`src/rtl/fifo_stream_drain.sv`:
```
// fifo_stream_drain: read-side stage behind a synchronous FIFO with a
// one-cycle registered read. Pops words, buffers them in a 2-entry skid
// buffer and re-presents them as a valid/ready stream framed into
// BURST_LEN-word bursts (m_last on the final word of each burst).
// Optional feature macro: STREAM_PARITY_EN adds m_parity (even parity of
// m_data), stored alongside each buffered word.
module fifo_stream_drain #(
  parameter int DATA_W    = 32,
  parameter int BURST_LEN = 8,
  parameter int CNT_W     = 16
) (
  input  logic              clk,
  input  logic              rst,
  input  logic              fifo_empty,
  output logic              fifo_rd,
  input  logic [DATA_W-1:0] fifo_data,
  output logic [DATA_W-1:0] m_data,
  output logic              m_valid,
  input  logic              m_ready,
  output logic              m_last,
`ifdef STREAM_PARITY_EN
  output logic              m_parity,
`endif
  output logic [CNT_W-1:0]  word_cnt
);

  localparam int BEAT_W = (BURST_LEN > 1) ? $clog2(BURST_LEN) : 1;
  localparam logic [BEAT_W-1:0] BEAT_LAST = BEAT_W'(BURST_LEN - 1);

  // Even parity of a data word.
  function automatic logic even_parity(input logic [DATA_W-1:0] d);
    return ^d;
  endfunction

  // Registered state
  logic [1:0]        occ_q, occ_d;
  logic              inflight_q, inflight_d;
  logic [BEAT_W-1:0] beat_q, beat_d;
  logic [CNT_W-1:0]  cnt_q, cnt_d;
  logic [DATA_W-1:0] buf_q [2];
  logic [DATA_W-1:0] buf_d [2];
`ifdef STREAM_PARITY_EN
  logic              par_q [2];
  logic              par_d [2];
`endif

  // Combinational helpers
  logic       pop_s;
  logic [2:0] fill_s;
  logic [1:0] occ_mid_s;

  assign m_valid  = (occ_q != 2'd0);
  assign m_data   = buf_q[0];
  assign m_last   = (beat_q == BEAT_LAST) && m_valid;
  assign word_cnt = cnt_q;
`ifdef STREAM_PARITY_EN
  assign m_parity = par_q[0] && m_valid;
`endif

  assign pop_s  = m_valid && m_ready;
  // Words already committed to the buffer: held plus the one arriving now.
  assign fill_s = {1'b0, occ_q} + {2'b00, inflight_q};
  // Only request another word if it is guaranteed a slot when it lands.
  assign fifo_rd = !fifo_empty && !rst && (fill_s < (3'd2 + {2'b00, pop_s}));
  assign inflight_d = fifo_rd && !fifo_empty;
  assign occ_mid_s  = occ_q - {1'b0, pop_s};

  // Buffer next state: pop shifts the head out, a landing word fills the
  // first free slot behind whatever remains.
  always_comb begin
    buf_d[0] = buf_q[0];
    buf_d[1] = buf_q[1];
`ifdef STREAM_PARITY_EN
    par_d[0] = par_q[0];
    par_d[1] = par_q[1];
`endif
    if (pop_s) begin
      buf_d[0] = buf_q[1];
`ifdef STREAM_PARITY_EN
      par_d[0] = par_q[1];
`endif
    end else begin
      buf_d[0] = buf_q[0];
    end
    if (inflight_q) begin
      if (occ_mid_s == 2'd0) begin
        buf_d[0] = fifo_data;
`ifdef STREAM_PARITY_EN
        par_d[0] = even_parity(fifo_data);
`endif
      end else begin
        buf_d[1] = fifo_data;
`ifdef STREAM_PARITY_EN
        par_d[1] = even_parity(fifo_data);
`endif
      end
    end else begin
      buf_d[1] = buf_d[1];
    end
    occ_d = occ_mid_s + {1'b0, inflight_q};
  end

  // Burst position and handed-off word counter advance on each handshake.
  always_comb begin
    beat_d = beat_q;
    cnt_d  = cnt_q;
    if (pop_s) begin
      cnt_d = cnt_q + {{(CNT_W-1){1'b0}}, 1'b1};
      if (beat_q == BEAT_LAST) begin
        beat_d = '0;
      end else begin
        beat_d = beat_q + {{(BEAT_W-1){1'b0}}, 1'b1};
      end
    end else begin
      beat_d = beat_q;
    end
  end

  // State registers; reset discards buffered and in-flight words.
  always_ff @(posedge clk or posedge rst) begin
    if (rst) begin
      occ_q      <= 2'd0;
      inflight_q <= 1'b0;
      beat_q     <= '0;
      cnt_q      <= '0;
      buf_q[0]   <= '0;
      buf_q[1]   <= '0;
`ifdef STREAM_PARITY_EN
      par_q[0]   <= 1'b0;
      par_q[1]   <= 1'b0;
`endif
    end else begin
      occ_q      <= occ_d;
      inflight_q <= inflight_d;
      beat_q     <= beat_d;
      cnt_q      <= cnt_d;
      buf_q[0]   <= buf_d[0];
      buf_q[1]   <= buf_d[1];
`ifdef STREAM_PARITY_EN
      par_q[0]   <= par_d[0];
      par_q[1]   <= par_d[1];
`endif
    end
  end

endmodule

```
`config.mk`:
```
export PLATFORM = sky130hd
export DESIGN_NAME = fifo_stream_drain
export DESIGN_NICKNAME = d
export VERILOG_FILES = /design/src/rtl/fifo_stream_drain.sv
export SDC_FILE = /design/constraint.sdc
export NUM_CORES = 1
export LEC_CHECK = 0
export BUFFER_PORTS_ARGS = -buffer_cell sky130_fd_sc_hd__buf_2
export CAP_MARGIN = 20
export CORE_AREA = 2 2 103 105
export CTS_CLUSTER_DIAMETER = 40
export DETAILED_ROUTE_END_ITERATION = 8
export DIE_AREA = 0 0 105 107
export GPL_TIMING_DRIVEN = 0
export PLACE_DENSITY = 0.56
export SKIP_LAST_GASP = 1
export SLEW_MARGIN = 10
export SYNTH_ARGS = -nofsm -noshare
export SYNTH_HDL_FRONTEND = slang
export SYNTH_SLANG_ARGS = --single-unit
```
`constraint.sdc`:
```
create_clock -name clk -period 6.6 [get_ports clk]
set_input_delay 1.32 -clock clk [delete_from_list [all_inputs] [get_ports clk]]
set_output_delay 1.32 -clock clk [all_outputs]
set_load 0.01 [all_outputs]
```
==> run_results.csv, run 1 <==
group,metric,value,unit
timing,holdWs,0.468,ns
timing,maxSlewViolCount,0,
power_and_ir_drop,vdd_drop_max,0.000156,V
floorplanning,rows,37,
yosys,synth_top_cells_by_area,"dfrtp_1 55%, mux2_2 8.6%, mux2i_1 8.2%, buf_4 6.5%, nand2_1 4.5%",
drt,wirelength,7810,µm
power_and_ir_drop,p_leak,0.00248,µW
setup_path,cp_max_fo,10,
worst_hold_path,hold_class,"register to register",
floorplanning,start_util,38.9,%
setup_path,r2r_setup_slack,4.85,ns
setup_path,cp.arrival,2.35,ns
drt,vias,2631,
timing,rsz0062_at_grt,"no",
clocking,cts_sinks,86,
clocking,cts_tree,"yes",
cells_and_area,nNetsFinal,469,
timing,worst_pin_slew,0.527,ns
global_route,grt_max_degree,49,
setup_path,cp.required,5.28,ns
timing,tns,0,ns
power_and_ir_drop,cellPowerDensity,424,mW/mm²
cells_and_area,final_common_cell,"buf_2",
power_and_ir_drop,p_sw,651,µW
worst_hold_path,holdPathEnd,"word_cnt[15]",
clocking,cts_setup_buffers,0,
power_and_ir_drop,internal_power,1360,µW
clocking,root_buffer,"clkbuf_8",
cells_and_area,fill_cells,1008,
drt,first_pass_iters,4,
floorplanning,die_h,107,µm
global_route,antenna_found_initial,0,
yosys,ys_warn_count,0,
yosys,synth-edff-count,0,
clocking,numCtsBuffers,9,
setup_path,rr_endpoint,"m_data[20]",
clocking,cts_resized,0,
setup_path,critical_path.endpoint_type,"output port",
yosys,seq_area_frac_synth,54.8,%
yosys,ys_types,32,
yosys,ys_ff_latch,86,
floorplanning,dieWidth,105,µm
floorplanning,pin_count,87,
floorplanning,fp.coreArea,0.0101,mm²
drt,drt_iter0_markers,59,
floorplanning,dieArea,0.0112,mm²
worst_hold_path,hold_depth,1,
run_status,status,"complete, no violations",
yosys,synth_top_area_share,54.8,%
timing,finalHoldViolCount,0,
yosys,synth.avg_cell_area,11.9,µm²
cells_and_area,diodes,0,
yosys,async_flop_share,100,%
yosys,netlist_instances,329,
place,io_buffers,86,
setup_path,regToRegStartpoint,"occ_q[0]",
power_and_ir_drop,comb_power_share,38.5,%
power_and_ir_drop,pwr-share-seq,43.3,%
global_route,grt_usage,14.4,%
timing,period_share,55.6,%
power_and_ir_drop,p_sw_share,32.3,%
yosys,synth_ff_type,"dfrtp_1",
clocking,cts.path.max_buffers,2,
clocking,cts_max_level,3,
place,place_hpwl,5510,µm
clocking,insertion_delay,0.35,ns
drt,avgViaCountPerCell,4.64,
cells_and_area,syn2layout_area_growth,20.9,%
timing,period_minus_slack,3.67,ns
global_route,grt_pass1_wl,12800,µm
drt,wl_per_cell,13.8,µm
drt,drc,0,
yosys,synth.largest_area_cell,"dfrtp_1",
run,maxCapViolCount,0,
yosys,synth_area,0.00392,mm²
power_and_ir_drop,power_frac_clock,18.2,%
clocking,path_clk_slew,0.08,ns
timing,finalClockSkew,0.0109,ns
cells_and_area,layout_common_cells,"92 x buf_2, 86 x dfrtp_1, 47 x nand2_1",
global_route,grt_pass1_vias,2580,
setup_path,critPathKind,"input port to output port",
setup_path,ff2ff_path_depth,5,
cells_and_area,final_layout_size_suffix_gt1_share,41.5,%
setup_path,cp-start-kind,"input port",
drt,antenna_left,0,
clocking,hold_buffers,0,
global_route,grt-ovfl-total,0,
yosys,synth.net_count,371,
place,gp_congestion,0.723,
timing,clock.fmax,0.273,GHz
timing,setup_viol,0,
timing,slew_headroom,64.8,%
worst_hold_path,min_from,"word_cnt[15]",
[critical path, stage by stage]
cell and delay [ns]:
buf_2 0.15, nand2_2 0.09, buf_6 0.17, o21ai_1 0.15, nor4b_1 0.26, buf_2 0.19
[power groups by stage]
stage               clock [µW]  combinational, µW  sequential, µW
global route               402                866             902
detailed placement           0                793             884
floorplan                    0                578             857
finish                     366                775             871
global placement             0                772             875
CTS                        381                794             874
[per-stage QoR]
| stage | util (%) | cell area, µm² | total power (µW) | instances | setup slack, ns |
|---|---|---|---|---|---|
| 2_1_floorplan | - | 3920 | 1430 | 329 | 3.06 |
| 5_1_grt | 47.0 | 4740 | 2170 | 567 | 2.89 |
| 4_1_cts | 47.0 | 4740 | 2050 | 567 | 2.93 |
| 3_5_place_dp | 45.1 | 4550 | 1680 | 552 | 2.95 |
| 3_3_place_gp | 44.8 | 4520 | 1650 | 551 | 1.85 |
| 6_report | 47.0 | 4740 | 2010 | 567 | 2.93 |
[Yosys cell counts, types with 2 or more instances]
master	number
mux2_1	2
ha_1	6
buf_6	2
mux2i_1	32
mux2_2	30
o21ai_0	30
clkbuf_1	4
buf_4	34
buf_2	6
dfrtp_1	86
and2_1	2
and3_1	2
xnor2_1	15
nor4b_1	2
nand4_1	5
inv_1	3
o21ai_1	4
nand3_1	4
nand2_1	47
[per-layer routing]
| layer | vias up | GRT usage [%] | share of wire [%] |
|---|---|---|---|
| met5 | - | 0 | 0 |
| met4 | 0 | 5.71 | 1.6 |
| met3 | 11 | 3.22 | 4.8 |
| met2 | 67 | 22.3 | 46 |
| met1 | 1268 | 19.8 | 48 |
| li1 | 1285 | - | - |
[final cells by class]
class	instances	area, µm²	share of cell area [%]
flip-flops and latches	86	2150	45.4
multi-input cells	194	1440	30.3
repair buffers	87	458	9.65
plain buffers	46	323	6.81
well taps	136	170	3.59
clock buffers	11	141	2.98
clock inverters	4	47.5	1.00
inverters	3	13.8	0.290
[registers in the layout, indices dropped and copies added, names as in the netlist]
register,count
occ_q,2
beat_q,3
inflight_q,1
buf_q,32
m_data,32
word_cnt,16
[worst max path at each step]
stage            start   endpoint  slack [ns]  cells past startpoint
3_5_place_dp   m_ready    fifo_rd        2.95                      6
2_1_floorplan      rst  beat_q[0]        3.06                      1
3_3_place_gp       rst  buf_q[15]        1.85                      2
4_1_cts        m_ready    fifo_rd        2.93                      6
5_1_grt        m_ready    fifo_rd        2.89                      6
6_report       m_ready    fifo_rd        2.93                      6
[kinds of logic after synthesis]
group	after synthesis	share of synthesized area, %
DFF	86	54.8
muxes	64	17.3
buffers and inverters	49	8.51
AOI/OAI and AO/OA	37	5.04
and+or+nand+nor	71	8.77
adders and majority gates	6	1.91
xor gates and xnor gates	16	3.57
(Power assumes the default switching activity.)
==> inputs of run 2 (changes only) <==
- PLACE_DENSITY: 0.56 -> 0.59
- clock period: 6.6 -> 3.05 ns (I/O delays scaled with it)
==> run_results.csv, run 2 (synthesis results as in run 1) <==
group,metric,value,unit
cells_and_area,nNetsFinal,469,
cells_and_area,diodes,0,
setup_path,cp_slowest_cell,"dfrtp_1",
timing,rsz0062_at_grt,"no",
setup_path,critPathKind,"register to output port",
drt,drc,0,
timing,period_share,81.8,%
global_route,grt_usage,14.7,%
cells_and_area,final_common_cell,"buf_2",
cells_and_area,final_layout_size_suffix_gt1_share,41.2,%
power_and_ir_drop,cellPowerDensity,915,mW/mm²
global_route,grt_pass1_vias,2594,
floorplanning,die_h,107,µm
global_route,grt_max_degree,52,
setup_path,path_cells,"or2_4 > nand2_2 > buf_6 > o21ai_1 > nor4b_1 > buf_2",
clocking,insertion_delay,0.34,ns
timing,setup_viol,0,
drt,first_pass_iters,4,
timing,clock.fmax,0.401,GHz
clocking,cts.path.max_buffers,2,
floorplanning,pin_count,87,
clocking,numCtsBuffers,9,
drt,antenna_left,0,
run_status,status,"complete, no violations",
setup_path,cp-start-kind,"register",
global_route,grt_pass1_wl,13000,µm
clocking,cts_resized,0,
timing,tns,0,ns
cells_and_area,postLayoutCoreUtil,46.9,%
worst_hold_path,hold_class,"input port to asynchronous set/reset pin",
place,gp_congestion,0.729,
cells_and_area,design_area,0.00474,mm²
drt,vias,2640,
drt,wirelength,7890,µm
power_and_ir_drop,p_leak,0.00247,µW
timing,finalHoldViolCount,0,
setup_path,cp.required,2.44,ns
timing,worst_pin_slew,0.518,ns
timing,finalClockSkew,0.00830,ns
clocking,cts_max_level,3,
setup_path,critical_path.endpoint_type,"output port",
floorplanning,dieArea,0.0112,mm²
clocking,cts_tree,"yes",
floorplanning,start_util,38.9,%
timing,slew_headroom,65.5,%
drt,avgViaCountPerCell,4.65,
place,io_buffers,86,
place,place_hpwl,5540,µm
floorplanning,dieWidth,105,µm
timing,maxSlewViolCount,0,
drt,wl_per_cell,13.9,µm
setup_path,max_stage_delay,0.52,ns
cells_and_area,stdcell_count,568,
clocking,hold_buffers,0,
setup_path,cp.arrival,1.89,ns
floorplanning,fp.coreArea,0.0101,mm²
drt,drt_iter0_markers,63,
global_route,antenna_found_initial,0,
floorplanning,rows,37,
clocking,path_clk_slew,0.08,ns
clocking,cts_setup_buffers,0,
cells_and_area,syn2layout_area_growth,20.7,%
place,place_inst,552,
clocking,root_buffer,"clkbuf_8",
global_route,grt-ovfl-total,0,
clocking,cts_sinks,86,
timing,period_minus_slack,2.50,ns
power_and_ir_drop,vdd_drop_max,0.000388,V
place,place_area,0.00455,mm²
setup_path,cp_max_fo,10,
cells_and_area,layout_common_cells,"92 x buf_2, 86 x dfrtp_1, 47 x nand2_1",
power_and_ir_drop,p_total,4340,µW
run,maxCapViolCount,0,
## run 2: path summary, 6_finish.rpt
path                                end  depth (start not counted)  slack (ns)    startpoint
setup / recovery                fifo_rd                          6        0.55      occ_q[1]
max in group asynchronous    m_data[19]                          3        2.12           rst
setup reg to reg             m_data[27]                          4        1.25      occ_q[0]
min in group clk             inflight_q                          2        0.45    fifo_empty
hold / removal                m_data[3]                          2        0.32           rst
hold reg to reg            word_cnt[15]                          1        0.48  word_cnt[15]
## run 2: layout make-up
cell class,instances,area (µm²)
Buffer,46,323
Clock buffer,12,135
Clock inverter,4,47.5
Fill cell,1007,5360
Inverter,3,13.8
Multi-Input combinational cell,194,1440
Sequential cell,86,2150
Tap cell,136,170
Timing Repair Buffer,87,458
## run 2: metal layers
metal	global-route usage (%)	wire length, µm	vias to the layer above
met4	3.71	82	0
met5	0	0	-
met1	18.4	3540	1282
met2	24.8	3860	63
met3	4.68	404	6
li1	-	-	1289
## run 2: stage by stage
stage | setup WS [ns] | hold WS, ns
after global routing | 0.404 | 0.337
after floorplan | 0.218 | 0.450
final | 0.554 | 0.315
after detailed placement | 0.827 | 0.462
after CTS | 0.512 | 0.322
after global placement | -0.921 | 0.460
## run 2: power by group
part	internal, µW	switching (µW)	total [µW]
combinational	937	744	1680
clock	378	391	769
sequential	1620	270	1890
## run 2: critical path, delay by kind of cell (launching register included)
kind            cells  cell delay [ns]
simple gates        3             0.52
flops               1             0.52
compound gates      1             0.15
buf+inv             2             0.35
==> inputs of run 3 (changes only) <==
- PLACE_DENSITY: 0.59 -> 0.56
- clock period: 3.05 -> 2.4 ns (I/O delays scaled with it)
==> run_results.csv, run 3 (synthesis results as in run 1) <==
group,metric,value,unit
timing,period_minus_slack,2.24,ns
drt,met2_length,3740,µm
drt,wirelength,7940,µm
drt,top_layer,"met4",
global_route,antenna_found_initial,0,
floorplanning,die_h,107,µm
setup_path,cp-startpoint,"occ_q[0]",
setup_path,cp.required,1.92,ns
floorplanning,start_util,38.9,%
timing,tns,0,ns
setup_path,ff2ff_path_depth,4,
cells_and_area,diodes,0,
setup_path,path_cells,"or2_4 > nand2_2 > buf_6 > o21ai_1 > nor4b_2 > buf_2",
place,place_ws,0.350,ns
timing,period_share,93.2,%
cells_and_area,final_layout_size_suffix_gt1_share,42.4,%
setup_path,r2r_setup_slack,0.58,ns
drt,drc,0,
floorplanning,rows,37,
cells_and_area,nNetsFinal,472,
drt,wl_met1,3670,µm
global_route,grt_max_degree,26,
setup_path,cp_slowest_cell,"dfrtp_1",
clocking,insertion_delay,0.35,ns
timing,worst_pin_slew,0.556,ns
worst_hold_path,hold_class,"input port to asynchronous set/reset pin",
run,maxCapViolCount,0,
timing,finalHoldViolCount,0,
clocking,path_clk_slew,0.09,ns
power_and_ir_drop,vdd_drop_max,0.000495,V
cells_and_area,stdcell_count,570,
place,io_buffers,86,
setup_path,crit_path_end,"fifo_rd",
cells_and_area,syn2layout_area_growth,22.9,%
floorplanning,dieWidth,105,µm
clocking,cts_tree,"yes",
run_status,status,"complete, no violations",
timing,rsz0062_at_grt,"no",
setup_path,rr_endpoint,"m_data[28]",
global_route,grt_pass1_vias,2614,
clocking,cts_sinks,86,
drt,wl_per_cell,13.9,µm
clocking,root_buffer,"clkbuf_8",
floorplanning,pin_count,87,
clocking,numCtsBuffers,9,
setup_path,cp.arrival,1.76,ns
power_and_ir_drop,cellPowerDensity,1170,mW/mm²
floorplanning,dieArea,0.0112,mm²
clocking,cts_max_level,3,
global_route,grt-ovfl-total,0,
place,place_inst,554,
drt,first_pass_iters,4,
setup_path,max_stage_delay,0.44,ns
drt,route.met3.wl,376,µm
drt,antenna_left,0,
timing,finalClockSkew,0.00961,ns
timing,setup_viol,0,
setup_path,critPathKind,"register to output port",
drt,avgViaCountPerCell,4.68,
floorplanning,fp.coreArea,0.0101,mm²
setup_path,regToRegStartpoint,"occ_q[0]",
timing,maxSlewViolCount,0,
global_route,grt_usage,14.9,%
cells_and_area,layout_common_cells,"92 x buf_2, 85 x dfrtp_1, 47 x nand2_1",
setup_path,cp-start-kind,"register",
cells_and_area,final_common_cell,"buf_2",
timing,slew_headroom,63.0,%
drt,vias,2668,
clocking,hold_buffers,0,
timing,setup_slack,0.164,ns
place,place_hpwl,5600,µm
power_and_ir_drop,p_leak,0.00251,µW
setup_path,cp_max_fo,10,
setup_path,critical_path.endpoint_type,"output port",
drt,drt_iter0_markers,71,
clocking,cts.path.max_buffers,2,
place,gp_congestion,0.710,
global_route,grt_pass1_wl,13000,µm
cells_and_area,fill_cells,985,
timing,clock.fmax,0.447,GHz
-- run 3: cell type report --
class                      count  area [µm²]  area share [%]
clock buffer                  10         128            2.65
sequential                    86        2150            44.6
inverter                       3        15.0           0.311
multi-input combinational    194        1440            29.9
tap                          136         170            3.53
buffer                        46         323            6.69
clock inverter                 5        85.1            1.76
timing repair buffer          90         505            10.5
-- run 3: metrics by stage --
step / area (µm²) / hold slack, ns / utilization, % / total power (µW)
finish: 4820 / 0.148 / 47.8 / 5670
global route: 4820 / 0.150 / 47.8 / 6090
detailed placement: 4600 / 0.462 / 45.5 / 4620
global placement: 4530 / 0.458 / 44.9 / 4530
CTS: 4810 / 0.135 / 47.7 / 5750
floorplan: 3930 / 0.450 / - / 3940
-- run 3: critical path: cells and delay by family, from the launching register on --
family                 cells  cell delay [ns]
buffers and inverters      2             0.33
AND/OR/NAND/NOR            3             0.56
AO/OA/AOI/OAI              1             0.09
flip-flops                 1             0.44
-- run 3: per-layer routing --
layer	GRT usage [%]	up-vias
li1	-	1289
met3	3.65	11
met5	0	-
met1	18.9	1300
met4	6.29	0
met2	24.3	68
-- run 3: worst min path at each step --
stage                  from           end  slack [ns]  cells past startpoint
2_1_floorplan     beat_q[1]     beat_q[1]        0.45                      2
3_3_place_gp   word_cnt[15]  word_cnt[15]        0.46                      1
3_5_place_dp   word_cnt[15]  word_cnt[15]        0.46                      1
4_1_cts                 rst   word_cnt[7]        0.13                      2
5_1_grt                 rst  word_cnt[10]        0.15                      2
6_report                rst   word_cnt[5]        0.15                      2
-- run 3: repair_timing --
action | 4_1_cts | 5_1_grt
hold endpoints to repair | 0 | 0
setup buffers | 0 | 1
endpoints found under the setup margin | 1 | 1
resized for setup | 1 | 1
-- run 3: power by group --
group          switching, µW  internal (µW)
clock network            528            585
logic                    952           1210
registers                339           2060
